[config.mk]
export PLATFORM = sky130hd
export DESIGN_NAME = bit_serial_adder
export DESIGN_NICKNAME = d
export VERILOG_FILES = /design/src/rtl/bit_serial_adder_pkg.sv /design/src/rtl/full_adder.sv /design/src/rtl/bit_serial_adder.sv
export SDC_FILE = /design/constraint.sdc
export NUM_CORES = 1
export LEC_CHECK = 0
export CAP_MARGIN = 15
export CORE_MARGIN = 1.5
export CORE_UTILIZATION = 45
export DETAILED_ROUTE_END_ITERATION = 10
export PLACE_DENSITY_LB_ADDON = 0.2
export SYNTH_ARGS = -nofsm -noshare
export SYNTH_HDL_FRONTEND = slang
export SYNTH_SLANG_ARGS = --single-unit
[constraint.sdc]
create_clock -name clk -period 1.35 [get_ports clk]
set_clock_uncertainty 0.1 [all_clocks]
set_input_delay 0.3375 -clock clk [delete_from_list [all_inputs] [get_ports clk]]
set_output_delay 0.3375 -clock clk [all_outputs]
set_load 0.005 [all_outputs]
[src/rtl/bit_serial_adder_pkg.sv]
// Shared definitions for the bit-serial adder: FSM state encoding and default operand width.
// Latency: n/a (types and constants only).
// Backpressure: n/a.
package bit_serial_adder_pkg;

    localparam int DEFAULT_WIDTH = 8;

    typedef enum logic [1:0] {
        ST_IDLE = 2'd0,
        ST_RUN  = 2'd1,
        ST_DONE = 2'd2
    } state_t;

endpackage

[src/rtl/full_adder.sv]
// One-bit full adder used as the single bit-slice of the serial datapath.
// Latency: purely combinational, zero cycles.
// Backpressure: none.
// Ports: a, b, ci -> s (sum bit), co (carry out).
module full_adder (
    input  logic a,
    input  logic b,
    input  logic ci,
    output logic s,
    output logic co
);

    assign s  = a ^ b ^ ci;
    assign co = (a & b) | (a & ci) | (b & ci);

endmodule

[src/rtl/bit_serial_adder.sv]
// Bit-serial adder: {cout,sum} = a + b + cin, one bit per clock through a single full_adder.
// Latency: done is high WIDTH+1 edges after the start edge (WIDTH RUN cycles, then one DONE cycle).
// Backpressure: none; start is ignored while busy, and is accepted in IDLE or the DONE cycle.
// Ports: clk, rst (sync, active-high), start, a, b, cin in; busy, done, sum, cout out.
module bit_serial_adder
    import bit_serial_adder_pkg::*;
#(
    parameter int WIDTH = DEFAULT_WIDTH
) (
    input  logic             clk,
    input  logic             rst,
    input  logic             start,
    input  logic [WIDTH-1:0] a,
    input  logic [WIDTH-1:0] b,
    input  logic             cin,
    output logic             busy,
    output logic             done,
    output logic [WIDTH-1:0] sum,
    output logic             cout
);

    localparam int             CW   = $clog2(WIDTH) + 1;
    localparam logic [CW-1:0]  LAST = CW'(WIDTH - 1);

    state_t           state_q, state_d;
    logic [WIDTH-1:0] a_q, a_d;
    logic [WIDTH-1:0] b_q, b_d;
    logic [WIDTH-1:0] res_q, res_d;
    logic [WIDTH-1:0] sum_q, sum_d;
    logic             carry_q, carry_d;
    logic             cout_q, cout_d;
    logic [CW-1:0]    cnt_q, cnt_d;

    logic fa_s;
    logic fa_co;

    full_adder u_fa (
        .a  (a_q[0]),
        .b  (b_q[0]),
        .ci (carry_q),
        .s  (fa_s),
        .co (fa_co)
    );

    always_comb begin
        state_d = state_q;
        a_d     = a_q;
        b_d     = b_q;
        res_d   = res_q;
        sum_d   = sum_q;
        carry_d = carry_q;
        cout_d  = cout_q;
        cnt_d   = cnt_q;

        case (state_q)
            // DONE accepts a new start exactly like IDLE so operations can run back-to-back.
            ST_IDLE, ST_DONE: begin
                if (start) begin
                    a_d     = a;
                    b_d     = b;
                    carry_d = cin;
                    cnt_d   = '0;
                    state_d = ST_RUN;
                end else begin
                    state_d = ST_IDLE;
                end
            end
            ST_RUN: begin
                a_d     = {1'b0, a_q[WIDTH-1:1]};
                b_d     = {1'b0, b_q[WIDTH-1:1]};
                carry_d = fa_co;
                // Sum bits enter at the MSB; after WIDTH shifts bit 0 sits at the LSB.
                res_d   = {fa_s, res_q[WIDTH-1:1]};
                cnt_d   = cnt_q + CW'(1);
                if (cnt_q == LAST) begin
                    sum_d   = res_d;
                    cout_d  = fa_co;
                    state_d = ST_DONE;
                end
            end
            default: state_d = ST_IDLE;
        endcase
    end

    always_ff @(posedge clk) begin
        if (rst) begin
            state_q <= ST_IDLE;
            a_q     <= '0;
            b_q     <= '0;
            res_q   <= '0;
            sum_q   <= '0;
            carry_q <= 1'b0;
            cout_q  <= 1'b0;
            cnt_q   <= '0;
        end else begin
            state_q <= state_d;
            a_q     <= a_d;
            b_q     <= b_d;
            res_q   <= res_d;
            sum_q   <= sum_d;
            carry_q <= carry_d;
            cout_q  <= cout_d;
            cnt_q   <= cnt_d;
        end
    end

    assign busy = (state_q == ST_RUN);
    assign done = (state_q == ST_DONE);
    assign sum  = sum_q;
    assign cout = cout_q;

endmodule

==> flow_metrics.env <==
export IMPL_status="complete, but fails checks"
export IMPL_violations="negative setup slack"
export IMPL_clock_sinks=39
export IMPL_ys_ff_latch=39
export IMPL_cp_top_family="flip-flops"
export IMPL_placedCellCount=256
export IMPL_clk_latency_ns=0.29
export IMPL_ff2ff_setup_slack_ns=0.01
export IMPL_io_pins=31
export IMPL_worst_slew_pin_slew_ns=0.295
export IMPL_sw_frac_of_total_pct=22.2
export IMPL_pwr_share_comb_pct=14.0
export IMPL_syn_area_mm2=0.00167
export IMPL_wirelength_um=3760
export IMPL_ir_drop_mv=0.884
export IMPL_utilization_pct=69.5
export IMPL_reg2reg_to="cnt_q[3]$_SDFFE_PP0P_"
export IMPL_crit_chain="nand2b_4 -> inv_4 -> buf_6"
export IMPL_holdPathEnd="res_q[1]$_SDFFE_PP0P_"
export IMPL_cts_buffer_depth=2
export IMPL_crit_buf_inv=2
export IMPL_setup_violations=1
export IMPL_syn2layout_area_growth_pct=43.3
export IMPL_grt_first_pass_wirelength_um=5910
export IMPL_path_clk_slew_ns=0.07
export IMPL_slowest_stage="dfxtp_2"
export IMPL_hold_viol_final=0
export IMPL_setup_ws_ns=-0.00231
export IMPL_end_kind="output port"
export IMPL_synth_net_count=199
export IMPL_synth_cells=177
export IMPL_dp_slack_ns=-0.405
export IMPL_critPathMaxFanout=2
export IMPL_cts_htree_levels=2
export IMPL_cellLeakagePower_nw=0.921
export IMPL_cap_violations=0
export IMPL_layout_common_cells="dfxtp_1, a21oi_1, nand2b_1, nand3_1, clkdlybuf4s50_1"
export IMPL_postRouteAntennaNets=0
export IMPL_seqPwrFrac_pct=44.5
export IMPL_min_from="res_q[1]$_SDFFE_PP0P_"
export IMPL_layout_commonest_cell="dfxtp_1"
export IMPL_wl_per_cell_um=13.9
export IMPL_routabilityCongestion=0.762
export IMPL_die_x_um=63.9
export IMPL_multi_input_area_um2=843
export IMPL_design_die_area_mm2=0.00408
export IMPL_clock_power_share_pct=41.5
export IMPL_grt_overflow=0
export IMPL_yosys_warnings=0
export IMPL_fin_total_pwr_mw=2.75
export IMPL_dr_pass1_iters=4
export IMPL_period_share_pct=100
export IMPL_grt_max_degree=21
export IMPL_post_route_min_period_ns=1.35
export IMPL_coreArea_mm2=0.00344
export IMPL_max_stage_delay_ns=0.32
export IMPL_fp_dieH_um=63.9
export IMPL_dp_hpwl_um=2240
export IMPL_port_buffer_count=30
export IMPL_rsz0062_at_grt="true"
export IMPL_p_int_mw=2.14
export IMPL_fill_cells=282
export IMPL_drc_errors=0
export IMPL_switchingPower_mw=0.610
export IMPL_required_ns=0.91
export IMPL_antenna_found_initial=0
export IMPL_hold_worst_slack_ns=0.363
export IMPL_track_usage_pct=18.6
export IMPL_drive_above_1_share_pct=25.0
export IMPL_hold_path_class="reg2reg"
export IMPL_powerDensity_mw_per_mm2=1150
export IMPL_max_freq_ghz=0.739
export IMPL_relSlewSlack_pct=80.4
export IMPL_finalMaxSlewViolations=0
export IMPL_cp_start_kind="flop"
export IMPL_netlist_cell_type_count=27
export IMPL_r2r_cells=5
export IMPL_holdPathStages=2
export IMPL_ys_seq_area_share_pct=46.8
export IMPL_path_class="reg2out"
export IMPL_final_seq_area_um2=796
export IMPL_root_buffer="clkbuf_8"
export IMPL_critPathArrivalTime_ns=0.91
export IMPL_start_util_pct=48.5
export IMPL_cts_buffers=5
export IMPL_num_vias=1451
export IMPL_final_cells=270
export IMPL_grt_pass1_vias=1395
export IMPL_cts_tree="built"
export IMPL_cts_hold_buffers_added=0
export IMPL_syn_area_per_cell_um2=9.43
export IMPL_vias_per_cell=5.37
export IMPL_drt_iter0_drc=56
export IMPL_num_rows=21
export IMPL_r2r_start="state_q[1]$_SDFFE_PP0P_"
export IMPL_diodes=0
export IMPL_fin_nets=245
-- how the worst max path moves through the flow --
stage / to / from / slack (ns) / depth (start not counted)
CTS: busy / state_q[1]$_SDFFE_PP0P_ / -0.004 / 3
floorplan: cout$_SDFFE_PP0P_ / cnt_q[0]$_SDFFE_PP0P_ / 0.05 / 4
detailed placement: a_q[4]$_SDFFE_PP0P_ / start / -0.41 / 5
finish: busy / state_q[1]$_SDFFE_PP0P_ / -0.002 / 3
global route: busy / state_q[1]$_SDFFE_PP0P_ / -0.03 / 3
global placement: b_q[1]$_SDFFE_PP0P_ / start / -0.34 / 5
-- worst register-to-register path, cell delays in order (launching register included) --
cell      delay, ns
dfxtp_2        0.32
nand2b_4       0.15
inv_4          0.07
buf_6          0.15
nand4_1        0.12
mux2_1         0.32
-- through the flow --
stage	cell area (µm²)	TNS (ns)
after floorplan	1670	0
after global placement	2080	-8.97
after detailed placement	2080	-10.34
after CTS	2240	-0.00361
after global routing	2390	-0.145
final	2390	-0.00231
-- sequential cells by signal (all words and copies together), names as in the netlist --
register	count
carry_q	1
cnt_q	4
cout	1
sum	8
state_q	2
res_q	7
b_q	8
a_q	8
-- timing repair --
item                                   CTS  global route
endpoints found under the hold margin    0             0
pin swaps                                1             4
gates resized for setup                 30            22
setup endpoints to repair               38            31
gates cloned                             1             2
buffers inserted                         1             2
-- synth_stat cells --
master | count | area share [%]
nand3_1 | 19 | 5.7
nand2b_4 | 1 | 0.82
fa_1 | 1 | 1.2
nor2b_1 | 2 | 0.75
nand3b_1 | 1 | 0.45
clkbuf_1 | 3 | 0.67
inv_4 | 1 | 0.38
buf_8 | 1 | 0.90
buf_1 | 1 | 0.22
nor3b_1 | 1 | 0.45
buf_6 | 3 | 2.0
nor2_8 | 1 | 1.2
nand2_1 | 17 | 3.8
mux2i_1 | 9 | 5.4
nand2b_1 | 20 | 7.5
nor3_1 | 1 | 0.30
nand4_1 | 1 | 0.38
buf_2 | 2 | 0.60
mux2_1 | 1 | 0.67
ha_1 | 1 | 0.75
a22oi_1 | 15 | 6.7
buf_4 | 4 | 1.8
nor2_1 | 2 | 0.45
a21oi_1 | 28 | 8.4
dfxtp_1 | 39 | 47
a211oi_2 | 1 | 0.75
mux2_4 | 1 | 0.90
-- layer usage --
metal,vias to the layer above,track usage (%),routed length (µm)
met2,35,34.4,1990
met3,7,5.81,152
met1,695,19.6,1540
met4,0,6.25,88
li1,714,-,-
met5,-,0,0
-- logic make-up (layout without fill, tap and decap cells) --
group / count (synthesis) / in the layout / synth area share (%)
simple gates: 66 / 67 / 21.8
compound gates: 44 / 44 / 15.9
fa+ha+maj: 2 / 2 / 1.95
mux: 11 / 11 / 6.97
buf+inv: 15 / 61 / 6.60
flops: 39 / 39 / 46.8
-- power groups by stage --
| stage | Clock, mW | Combinational [mW] | Sequential (mW) |
|---|---|---|---|
| 3_5_place_dp | 0 | 0.308 | 1.25 |
| 4_1_cts | 1.16 | 0.320 | 1.22 |
| 3_3_place_gp | 0 | 0.300 | 1.24 |
| 5_1_grt | 1.22 | 0.416 | 1.23 |
| 6_report | 1.14 | 0.386 | 1.22 |
| 2_1_floorplan | 0 | 0.194 | 1.24 |
-- layout make-up --
class	instances	share of cell area, %
Tap cell	46	2.41
Clock buffer	6	3.04
Sequential cell	39	33.3
Inverter	1	0.262
Timing Repair Buffer	52	23.2
Multi-Input combinational cell	124	35.3
Clock inverter	2	2.51
(Power assumes the default switching activity.)
